==> config.mk <==
export PLATFORM = sky130hd
export DESIGN_NAME = program_encoder
export DESIGN_NICKNAME = d
export VERILOG_FILES = /design/src/rtl/program_encoder.sv
export SDC_FILE = /design/constraint.sdc
export NUM_CORES = 1
export LEC_CHECK = 0
export BUFFER_PORTS_ARGS = -buffer_cell sky130_fd_sc_hd__buf_2
export CAP_MARGIN = 20
export CELL_PAD_IN_SITES_DETAIL_PLACEMENT = 2
export CELL_PAD_IN_SITES_GLOBAL_PLACEMENT = 2
export CORE_AREA = 2 2 217 219
export DETAILED_ROUTE_END_ITERATION = 7
export DIE_AREA = 0 0 219 221
export HOLD_SLACK_MARGIN = 0.15
export PLACE_DENSITY_LB_ADDON = 0.2
export SLEW_MARGIN = 20
export SYNTH_ARGS = -nofsm -noshare
export SYNTH_HDL_FRONTEND = slang
export SYNTH_SLANG_ARGS = --single-unit
export TNS_END_PERCENT = 50
==> constraint.sdc <==
create_clock -name clk -period 6.6 [get_ports clk]
set_clock_uncertainty 0.1 [all_clocks]
set_input_delay 1.32 -clock clk [delete_from_list [all_inputs] [get_ports clk]]
set_output_delay 1.32 -clock clk [all_outputs]
set_load 0.01 [all_outputs]
==> src/rtl/program_encoder.sv <==
// Serialises one program block as length, address hi/lo, type, data bytes over a valid/ready byte stream.
// Optional trailing checksum byte when PROG_ENCODER_CHECKSUM_EN is defined.
module program_encoder #(
    parameter int DATA_BLOCK_MAX_SIZE  = 64,
    parameter int DATA_BLOCK_ADDR_BITS = $clog2(DATA_BLOCK_MAX_SIZE)
) (
    input  logic        clk,
    input  logic        rst,
    input  logic        start,
    input  logic [7:0]  block_length,
    input  logic [15:0] block_address,
    input  logic [7:0]  block_type,
    input  logic [7:0]  block_data [DATA_BLOCK_MAX_SIZE],
    output logic        ready,
    output logic        done,
    output logic [7:0]  out_data,
    output logic        out_valid,
    input  logic        out_ready
);

    localparam int IDXW = DATA_BLOCK_ADDR_BITS + 1;
    localparam logic [IDXW-1:0] MAX_LEN = IDXW'(DATA_BLOCK_MAX_SIZE);

    // state names the byte currently presented on out_data
    typedef enum logic [2:0] {
        IDLE     = 3'd0,
        LENGTH   = 3'd1,
        ADDR_HI  = 3'd2,
        ADDR_LO  = 3'd3,
        TYPE     = 3'd4,
`ifdef PROG_ENCODER_CHECKSUM_EN
        CHECKSUM = 3'd6,
`endif
        DATA     = 3'd5
    } state_t;

    state_t          state_q, state_d;
    logic [7:0]      out_data_q, out_data_d;
    logic            out_valid_q, out_valid_d;
    logic            done_q, done_d;
    logic            ready_q, ready_d;
    logic [IDXW-1:0] len_q, len_d;
    logic [15:0]     addr_q, addr_d;
    logic [7:0]      type_q, type_d;
    logic [IDXW-1:0] idx_q, idx_d;
    logic [IDXW-1:0] idx_next;
    logic [IDXW-1:0] len_clamp;
    logic            xfer;
    logic            go_end;
`ifdef PROG_ENCODER_CHECKSUM_EN
    logic [7:0]      sum_q, sum_d;
    logic [7:0]      sum_acc;
`endif

    assign xfer      = out_valid_q & out_ready;
    assign idx_next  = idx_q + IDXW'(1);
    assign len_clamp = (block_length > 8'(DATA_BLOCK_MAX_SIZE)) ? MAX_LEN : IDXW'(block_length);
`ifdef PROG_ENCODER_CHECKSUM_EN
    assign sum_acc   = sum_q + out_data_q;
`endif

    always_comb begin
        state_d     = state_q;
        out_data_d  = out_data_q;
        out_valid_d = out_valid_q;
        done_d      = 1'b0;
        len_d       = len_q;
        addr_d      = addr_q;
        type_d      = type_q;
        idx_d       = idx_q;
        go_end      = 1'b0;
`ifdef PROG_ENCODER_CHECKSUM_EN
        sum_d       = xfer ? sum_acc : sum_q;
`endif
        case (state_q)
            IDLE: begin
                if (start && ready_q) begin
                    len_d       = len_clamp;
                    addr_d      = block_address;
                    type_d      = block_type;
                    idx_d       = '0;
                    state_d     = LENGTH;
                    out_valid_d = 1'b1;
                    out_data_d  = 8'(len_clamp);
`ifdef PROG_ENCODER_CHECKSUM_EN
                    sum_d       = 8'h00;
`endif
                end
            end
            LENGTH: if (xfer) begin
                state_d    = ADDR_HI;
                out_data_d = addr_q[15:8];
            end
            ADDR_HI: if (xfer) begin
                state_d    = ADDR_LO;
                out_data_d = addr_q[7:0];
            end
            ADDR_LO: if (xfer) begin
                state_d    = TYPE;
                out_data_d = type_q;
            end
            TYPE: if (xfer) begin
                if (len_q != '0) begin
                    state_d    = DATA;
                    idx_d      = '0;
                    out_data_d = block_data[0];
                end else begin
                    go_end = 1'b1;
                end
            end
            DATA: if (xfer) begin
                if (idx_next < len_q) begin
                    idx_d      = idx_next;
                    out_data_d = block_data[idx_next[DATA_BLOCK_ADDR_BITS-1:0]];
                end else begin
                    go_end = 1'b1;
                end
            end
`ifdef PROG_ENCODER_CHECKSUM_EN
            CHECKSUM: if (xfer) begin
                state_d     = IDLE;
                out_valid_d = 1'b0;
                done_d      = 1'b1;
            end
`endif
            default: begin
                state_d     = IDLE;
                out_valid_d = 1'b0;
            end
        endcase

        if (go_end) begin
`ifdef PROG_ENCODER_CHECKSUM_EN
            state_d    = CHECKSUM;
            out_data_d = 8'h00 - sum_acc;
`else
            state_d     = IDLE;
            out_valid_d = 1'b0;
            done_d      = 1'b1;
`endif
        end

        // ready lags reset release by one edge since it is registered from the next state
        ready_d = (state_d == IDLE);
    end

    always_ff @(posedge clk or negedge rst) begin
        if (!rst) begin
            state_q     <= IDLE;
            out_data_q  <= 8'h00;
            out_valid_q <= 1'b0;
            done_q      <= 1'b0;
            ready_q     <= 1'b0;
            len_q       <= '0;
            addr_q      <= 16'h0000;
            type_q      <= 8'h00;
            idx_q       <= '0;
`ifdef PROG_ENCODER_CHECKSUM_EN
            sum_q       <= 8'h00;
`endif
        end else begin
            state_q     <= state_d;
            out_data_q  <= out_data_d;
            out_valid_q <= out_valid_d;
            done_q      <= done_d;
            ready_q     <= ready_d;
            len_q       <= len_d;
            addr_q      <= addr_d;
            type_q      <= type_d;
            idx_q       <= idx_d;
`ifdef PROG_ENCODER_CHECKSUM_EN
            sum_q       <= sum_d;
`endif
        end
    end

    assign ready     = ready_q;
    assign done      = done_q;
    assign out_data  = out_data_q;
    assign out_valid = out_valid_q;

endmodule
==> flow_metrics.py, run 1 <==
metrics = {
    "min_path": {
        "min_from": "addr_q[1]",
        "hold_path_class": "reg2reg",
    },
    "run": {
        "max-cap-violations": 0,
    },
    "synth": {
        "synth_fa_ha_area_share_pct": 1.267,
        "muxShareOfSynthArea_pct": 39.16,
        "ys_warn_count": 0,
        "yosys-top-cells-area": "mux4_2, dfrtp_1, nand2_1",
        "ys_ff_latch": 52,
        "syn_avg_cell_area_um2": 9.472,
        "synthCells": 813,
        "async_reset_ff_share_pct": 100.0,
        "yosysUniqueCellTypes": 63,
        "yosysTopAreaCellShare_pct": 30.12,
        "yosys.area.top_type": "mux4_2",
        "seq_area_frac_synth_pct": 16.90,
        "synth_top_family_by_area": "multiplexers",
        "synth_ff_type": "dfrtp_1",
        "synth_compound_area_share_pct": 11.88,
        "synth_xor_area_share_pct": 1.024,
        "synth_area_um2": 7701,
        "syn-num-nets": 1368,
        "synth_edf_count": 0,
        "synth-simple-area-share_pct": 23.07,
    },
    "sta": {
        "slew_headroom_pct": 27.99,
        "tns_ns": 0,
        "period_share_pct": 71.15,
        "hold_viol": 0,
        "setup_viol_count_final": 0,
        "worstMarginPinSlew_ns": 1.080,
        "hold_ws_ns": 0.3823,
        "fin_crit_ns": 4.696,
        "fmax_mhz": 213.0,
        "rsz0062_at_grt": "false",
        "drv_slew": 0,
    },
    "routing": {
        "maxUsedRoutingLayer": "met5",
        "post_drt_wl_per_cell_um": 26.29,
        "vias_per_cell": 4.665,
        "drc": 0,
        "drt_iter0_drc": 309,
        "wl_met2_mm": 26.56,
        "drt-met1-wl_mm": 20.87,
        "via_count": 8995,
        "routed_wl_mm": 50.69,
        "wl_met3_mm": 2.729,
        "postRouteAntennaNets": 0,
        "drt-pass1-iter-count": 6,
    },
    "pwr": {
        "leakage_uw": 0.004981,
        "power_density_nw_per_um2": 180.9,
        "vdd_drop_max_v": 0.0001159,
    },
    "placed_design": {
        "dpl-instance-area_um2": 10920,
        "place.gp.congestion": 0.8552,
        "dp_hpwl_mm": 43.14,
        "io_buffers": 558,
    },
    "die": {
        "fp.dieH_um": 221,
        "rows": 79,
        "start_util_pct": 16.72,
        "core_area_um2": 46060,
        "dieArea_um2": 48400,
        "ios": 559,
        "fp.dieW_um": 219,
    },
    "layout": {
        "synthToLayoutAreaGrowth_pct": 44.21,
        "drive_gt1_share_pct": 54.09,
        "nNetsFinal": 1863,
        "final_cell_area_um2": 11110,
        "most-common-layout-cells": "buf_2, nand2_1, mux4_2",
        "final_common_cell": "buf_2",
    },
    "global_route": {
        "grt_pass1_wl_mm": 71.87,
        "grt_pass1_vias": 10160,
        "grt_usage_pct": 20.57,
        "overflow": 0,
        "antenna_found_initial": 26,
        "grt_start_max_net_pins": 72,
    },
    "clock_network": {
        "clk_latency_ns": 0.31,
        "cts_tree": "yes",
        "numCtsBuffers": 5,
        "cts.clk_slew.worst_paths_ns": 0.08,
        "root_buffer": "clkbuf_16",
        "post_cts.repair.setup_buffers": 0,
        "holdBufCountCts": 0,
        "cts.repair.resized": 0,
        "cts.sinks": 52,
        "cts_buffer_depth": 2,
        "h-tree-depth": 2,
    },
    "setup_path": {
        "cp_max_fo": 42,
        "crit_start": "idx_q[0]",
        "r2r_start": "idx_q[0]",
        "critPathArrivalTime_ns": 4.82,
        "path_class": "reg2reg",
        "reg2reg_slack_ns": 1.90,
        "endpoint_kind": "flip-flop",
        "cp_data_required_time_ns": 6.72,
        "cp-start-kind": "flip-flop",
    },
    "status": {
        "outcome": "completed",
    },
}
[final timing paths]
check                              end  cells after the start
min in group asynchronous    type_q[7]                      2
max                        out_data[2]                     10
min reg2reg                  addr_q[1]                      2
max in group asynchronous     idx_q[0]                      2
max reg2reg                out_data[2]                     10
min                          addr_q[1]                      2
[per-stage QoR]
stage / power, uW / cells / setup slack (ns) / utilization [%]
4_1_cts: 2049 / 1916 / 1.787 / 24.05
5_1_grt: 2169 / 1924 / 1.592 / 24.09
3_5_place_dp: 1751 / 1908 / 1.862 / 23.71
6_report: 2009 / 1928 / 1.904 / 24.11
2_1_floorplan: 1205 / 813 / 3.135 / -
3_3_place_gp: 1722 / 1908 / 2.024 / 23.70
[synth_stat cells (5+ instances only)]
library cell / n
nand2_1: 158
mux4_2: 103
mux2i_1: 56
dfrtp_1: 52
nor3b_1: 44
clkbuf_1: 31
nand3_1: 27
nor3_1: 27
o21ai_0: 27
buf_2: 24
nand3b_1: 22
a21oi_1: 20
nor2_1: 18
nor2b_1: 15
inv_1: 13
mux2_2: 12
nand4_1: 12
a211oi_1: 10
a32o_1: 10
buf_4: 10
nand2b_1: 9
a31oi_1: 8
and3_1: 8
a41oi_1: 7
buf_1: 7
buf_6: 7
ha_1: 7
a221oi_1: 5
o31ai_1: 5
[cell families (layout without fill, tap and decap cells)]
logic type / count (synthesis) / after routing
xor gates and xnor gates: 6 / 6
DFF: 52 / 52
and+or+nand+nor: 351 / 351
other: 0 / 12
buffers and inverters: 98 / 594
adders and majority gates: 8 / 8
AOI/OAI and AO/OA: 127 / 127
muxes: 171 / 171
[power by group]
part,leakage (uW),internal (uW),switching [uW]
sequential,0.000664,445,109
combinational,0.00424,489,676
clock,0.0000720,145,145
[routing by layer]
| metal | global-route usage [%] | vias up |
|---|---|---|
| met4 | 3.335 | 6 |
| li1 | - | 4148 |
| met2 | 37.65 | 287 |
| met1 | 24.89 | 4522 |
| met3 | 4.261 | 32 |
| met5 | 0 | - |
[sequential cells by signal, summed over array words and instances (netlist names)]
register	cells
addr_q	16
out_data	8
type_q	8
idx_q	7
len_q	7
state_q	3
done	1
out_valid	1
ready	1
[final cells by class]
class | count | area [um^2]
well taps | 607 | 759.5
diodes | 12 | 30.03
clock inverters | 3 | 27.53
multi-input cells | 663 | 5914
repair buffers | 570 | 2883
inverters | 16 | 61.31
clock buffers | 5 | 125.1
flip-flops and latches | 52 | 1305
fillers | 5441 | 34960
[worst max-delay path, stage by stage (launching register included)]
cell and delay, ns:
dfrtp_4 0.93, and3_1 0.41, xnor2_4 0.29, clkinv_1 0.71, ha_1 0.46, a211o_1 0.24
a31oi_1 0.26, o21ai_1 0.18, or2_1 0.29, or3_1 0.42, o31ai_2 0.27
Power figures use the tool's default switching activity.
==> run 2: changes to the inputs <==
--- a/config.mk
+++ b/config.mk
@@ -9,9 +9,9 @@
 export CAP_MARGIN = 20
 export CELL_PAD_IN_SITES_DETAIL_PLACEMENT = 2
 export CELL_PAD_IN_SITES_GLOBAL_PLACEMENT = 2
-export CORE_AREA = 2 2 217 219
+export CORE_AREA = 2 2 220 222
 export DETAILED_ROUTE_END_ITERATION = 7
-export DIE_AREA = 0 0 219 221
+export DIE_AREA = 0 0 222 224
 export HOLD_SLACK_MARGIN = 0.15
 export PLACE_DENSITY_LB_ADDON = 0.2
 export SLEW_MARGIN = 20
==> constraint.sdc (replaced) <==
create_clock -name clk -period 4.87 [get_ports clk]
set_clock_uncertainty 0.1 [all_clocks]
set_input_delay 0.974 -clock clk [delete_from_list [all_inputs] [get_ports clk]]
set_output_delay 0.974 -clock clk [all_outputs]
set_load 0.01 [all_outputs]
==> run 2 against run 1 <==
  * Combinational power grew 35%
  * Register-to-register slack lost 0.66 ns
  * Power grew 39%
  * Sequential power grew 40%
  * Core utilization shrank 0.40 points
  * Via count is essentially flat
  * Worst hold slack is essentially flat
  * Global-route usage shrank 0.71 points
  * Critical path depth shrank 1
  * Clock power grew 53%
  * Critical path type unchanged
  * Critical endpoint unchanged
==> flow_metrics.py, run 2 (synthesis gave the netlist of run 1 again) <==
metrics = {
    "layout": {
        "postLayoutCoreUtil_pct": 23.71,
        "largest_register_ffs": 16,
        "synthToLayoutAreaGrowth_pct": 45.78,
        "nNetsFinal": 1873,
        "drive_gt1_share_pct": 54.44,
        "fin_cells": 1946,
        "most-common-layout-cells": "buf_2, nand2_1, mux4_2",
        "fillCellCount": 5502,
        "regMostFlops": "addr_q",
        "final_common_cell": "buf_2",
    },
    "global_route": {
        "grt_start_max_net_pins": 87,
        "overflow": 0,
        "grt_pass1_wl_mm": 72.06,
        "grt_pass1_vias": 10490,
        "grt_usage_pct": 19.86,
        "antenna_found_initial": 19,
    },
    "die": {
        "fp.dieH_um": 224,
        "core_area_um2": 47350,
        "dieArea_um2": 49730,
        "fp.dieW_um": 222,
        "start_util_pct": 16.27,
        "rows": 80,
        "ios": 559,
    },
    "routing": {
        "postRouteAntennaNets": 0,
        "drc": 0,
        "drt-pass1-iter-count": 4,
        "post_drt_wl_per_cell_um": 25.87,
        "via_count": 8994,
        "vias_per_cell": 4.622,
        "drt_iter0_drc": 363,
        "routed_wl_mm": 50.34,
    },
    "pwr": {
        "power_density_nw_per_um2": 249.5,
        "p_seq_share_pct": 27.7,
        "leakage_uw": 0.005050,
        "vdd_drop_max_v": 0.0001495,
        "switchingPower_uw": 1261,
        "clkPwrFrac_pct": 15.9,
        "pwr-share-comb_pct": 56.4,
        "switching_share_pct": 45.01,
        "p_int_uw": 1540,
    },
    "sta": {
        "hold_ws_ns": 0.3827,
        "period_share_pct": 74.36,
        "fmax_mhz": 276.1,
        "worstMarginPinSlew_ns": 1.050,
        "fin_crit_ns": 3.621,
        "hold_viol": 0,
        "setup_viol_count_final": 0,
        "tns_ns": 0,
        "rsz0062_at_grt": "false",
        "slew_headroom_pct": 29.65,
        "drv_slew": 0,
    },
    "setup_path": {
        "crit_start": "idx_q[0]",
        "endpoint_kind": "flip-flop",
        "cp_data_required_time_ns": 5.00,
        "critPathArrivalTime_ns": 3.75,
        "path_class": "reg2reg",
        "r2r_start": "idx_q[0]",
        "cp_max_fo": 50,
        "cp-start-kind": "flip-flop",
    },
    "clock_network": {
        "numCtsBuffers": 5,
        "clk_latency_ns": 0.31,
        "cts.sinks": 52,
        "root_buffer": "clkbuf_16",
        "h-tree-depth": 2,
        "cts_buffer_depth": 2,
        "cts.clk_slew.worst_paths_ns": 0.08,
        "cts.repair.resized": 0,
        "cts_tree": "yes",
        "holdBufCountCts": 0,
        "post_cts.repair.setup_buffers": 0,
    },
    "run": {
        "max-cap-violations": 0,
    },
    "min_path": {
        "min_from": "addr_q[4]",
        "hold_path_class": "reg2reg",
    },
    "status": {
        "outcome": "completed",
    },
    "placed_design": {
        "dp_hpwl_mm": 43.22,
        "place.gp.congestion": 0.8290,
        "place_inst": 1926,
        "io_buffers": 558,
    },
}
-- run 2: cell types whose count changed in the layout (fill, tap and decap cells not counted) --
cell / change
a31oi_1: +1
bufinv_16: +1
buf_12: +1
nand3_2: +1
clkinvlp_4: -1
inv_8: -1
buf_4: +9
a31oi_2: -1
nand3_1: -1
clkbuf_8: +1
-- run 2: per-layer routing --
metal	global-route usage [%]	part of all wire, %
met3	4.460	5.3
met2	35.67	52
met1	23.86	41
met5	0	0.068
met4	5.187	1.8
-- run 2: power groups by stage --
stage | clock network (uW) | registers, uW | logic (uW)
finish | 445 | 775 | 1580
global route | 473 | 806 | 1770
CTS | 458 | 779 | 1620
detailed placement | 0 | 784 | 1610
global placement | 0 | 780 | 1590
floorplan | 0 | 702 | 931
-- run 2: worst max-delay path, cell delays in order (launching register included) --
cell	delay [ns]
dfrtp_4	0.59
ha_4	0.24
xnor2_4	0.18
buf_4	0.45
buf_4	0.63
nand2_1	0.12
a32oi_1	0.39
a311oi_1	0.17
a311o_1	0.40
o31ai_2	0.18
-- run 2: through the flow --
step / total power, uW / setup slack (ns) / instance area, um^2
2_1_floorplan: 1633 / 1.405 / 7701
3_3_place_gp: 2372 / 1.057 / 11010
3_5_place_dp: 2395 / 1.129 / 11010
4_1_cts: 2852 / 1.092 / 11190
5_1_grt: 3046 / 0.9731 / 11220
6_report: 2801 / 1.249 / 11230
-- run 2: final cells by class --
| type | count | area, um^2 | share of cell area [%] |
|---|---|---|---|
| Antenna cell | 12 | 30.03 | 0.2675 |
| Clock buffer | 6 | 138.9 | 1.237 |
| Clock inverter | 2 | 38.79 | 0.3455 |
| Inverter | 16 | 61.31 | 0.5461 |
| Multi-Input combinational cell | 663 | 5913 | 52.67 |
| Sequential cell | 52 | 1305 | 11.62 |
| Tap cell | 615 | 769.5 | 6.854 |
| Timing Repair Buffer | 580 | 2970 | 26.46 |
-- run 2: path summary, 6_finish.rpt --
| path | cells after the start | slack (ns) | to |
|---|---|---|---|
| setup / recovery | 9 | 1.25 | out_data[2] |
| hold / removal | 2 | 0.38 | addr_q[4] |
| setup reg to reg | 9 | 1.25 | out_data[2] |
| hold reg to reg | 2 | 0.38 | addr_q[4] |
| max in group asynchronous | 2 | 3.37 | idx_q[0] |
| min in group asynchronous | 2 | 0.70 | addr_q[0] |
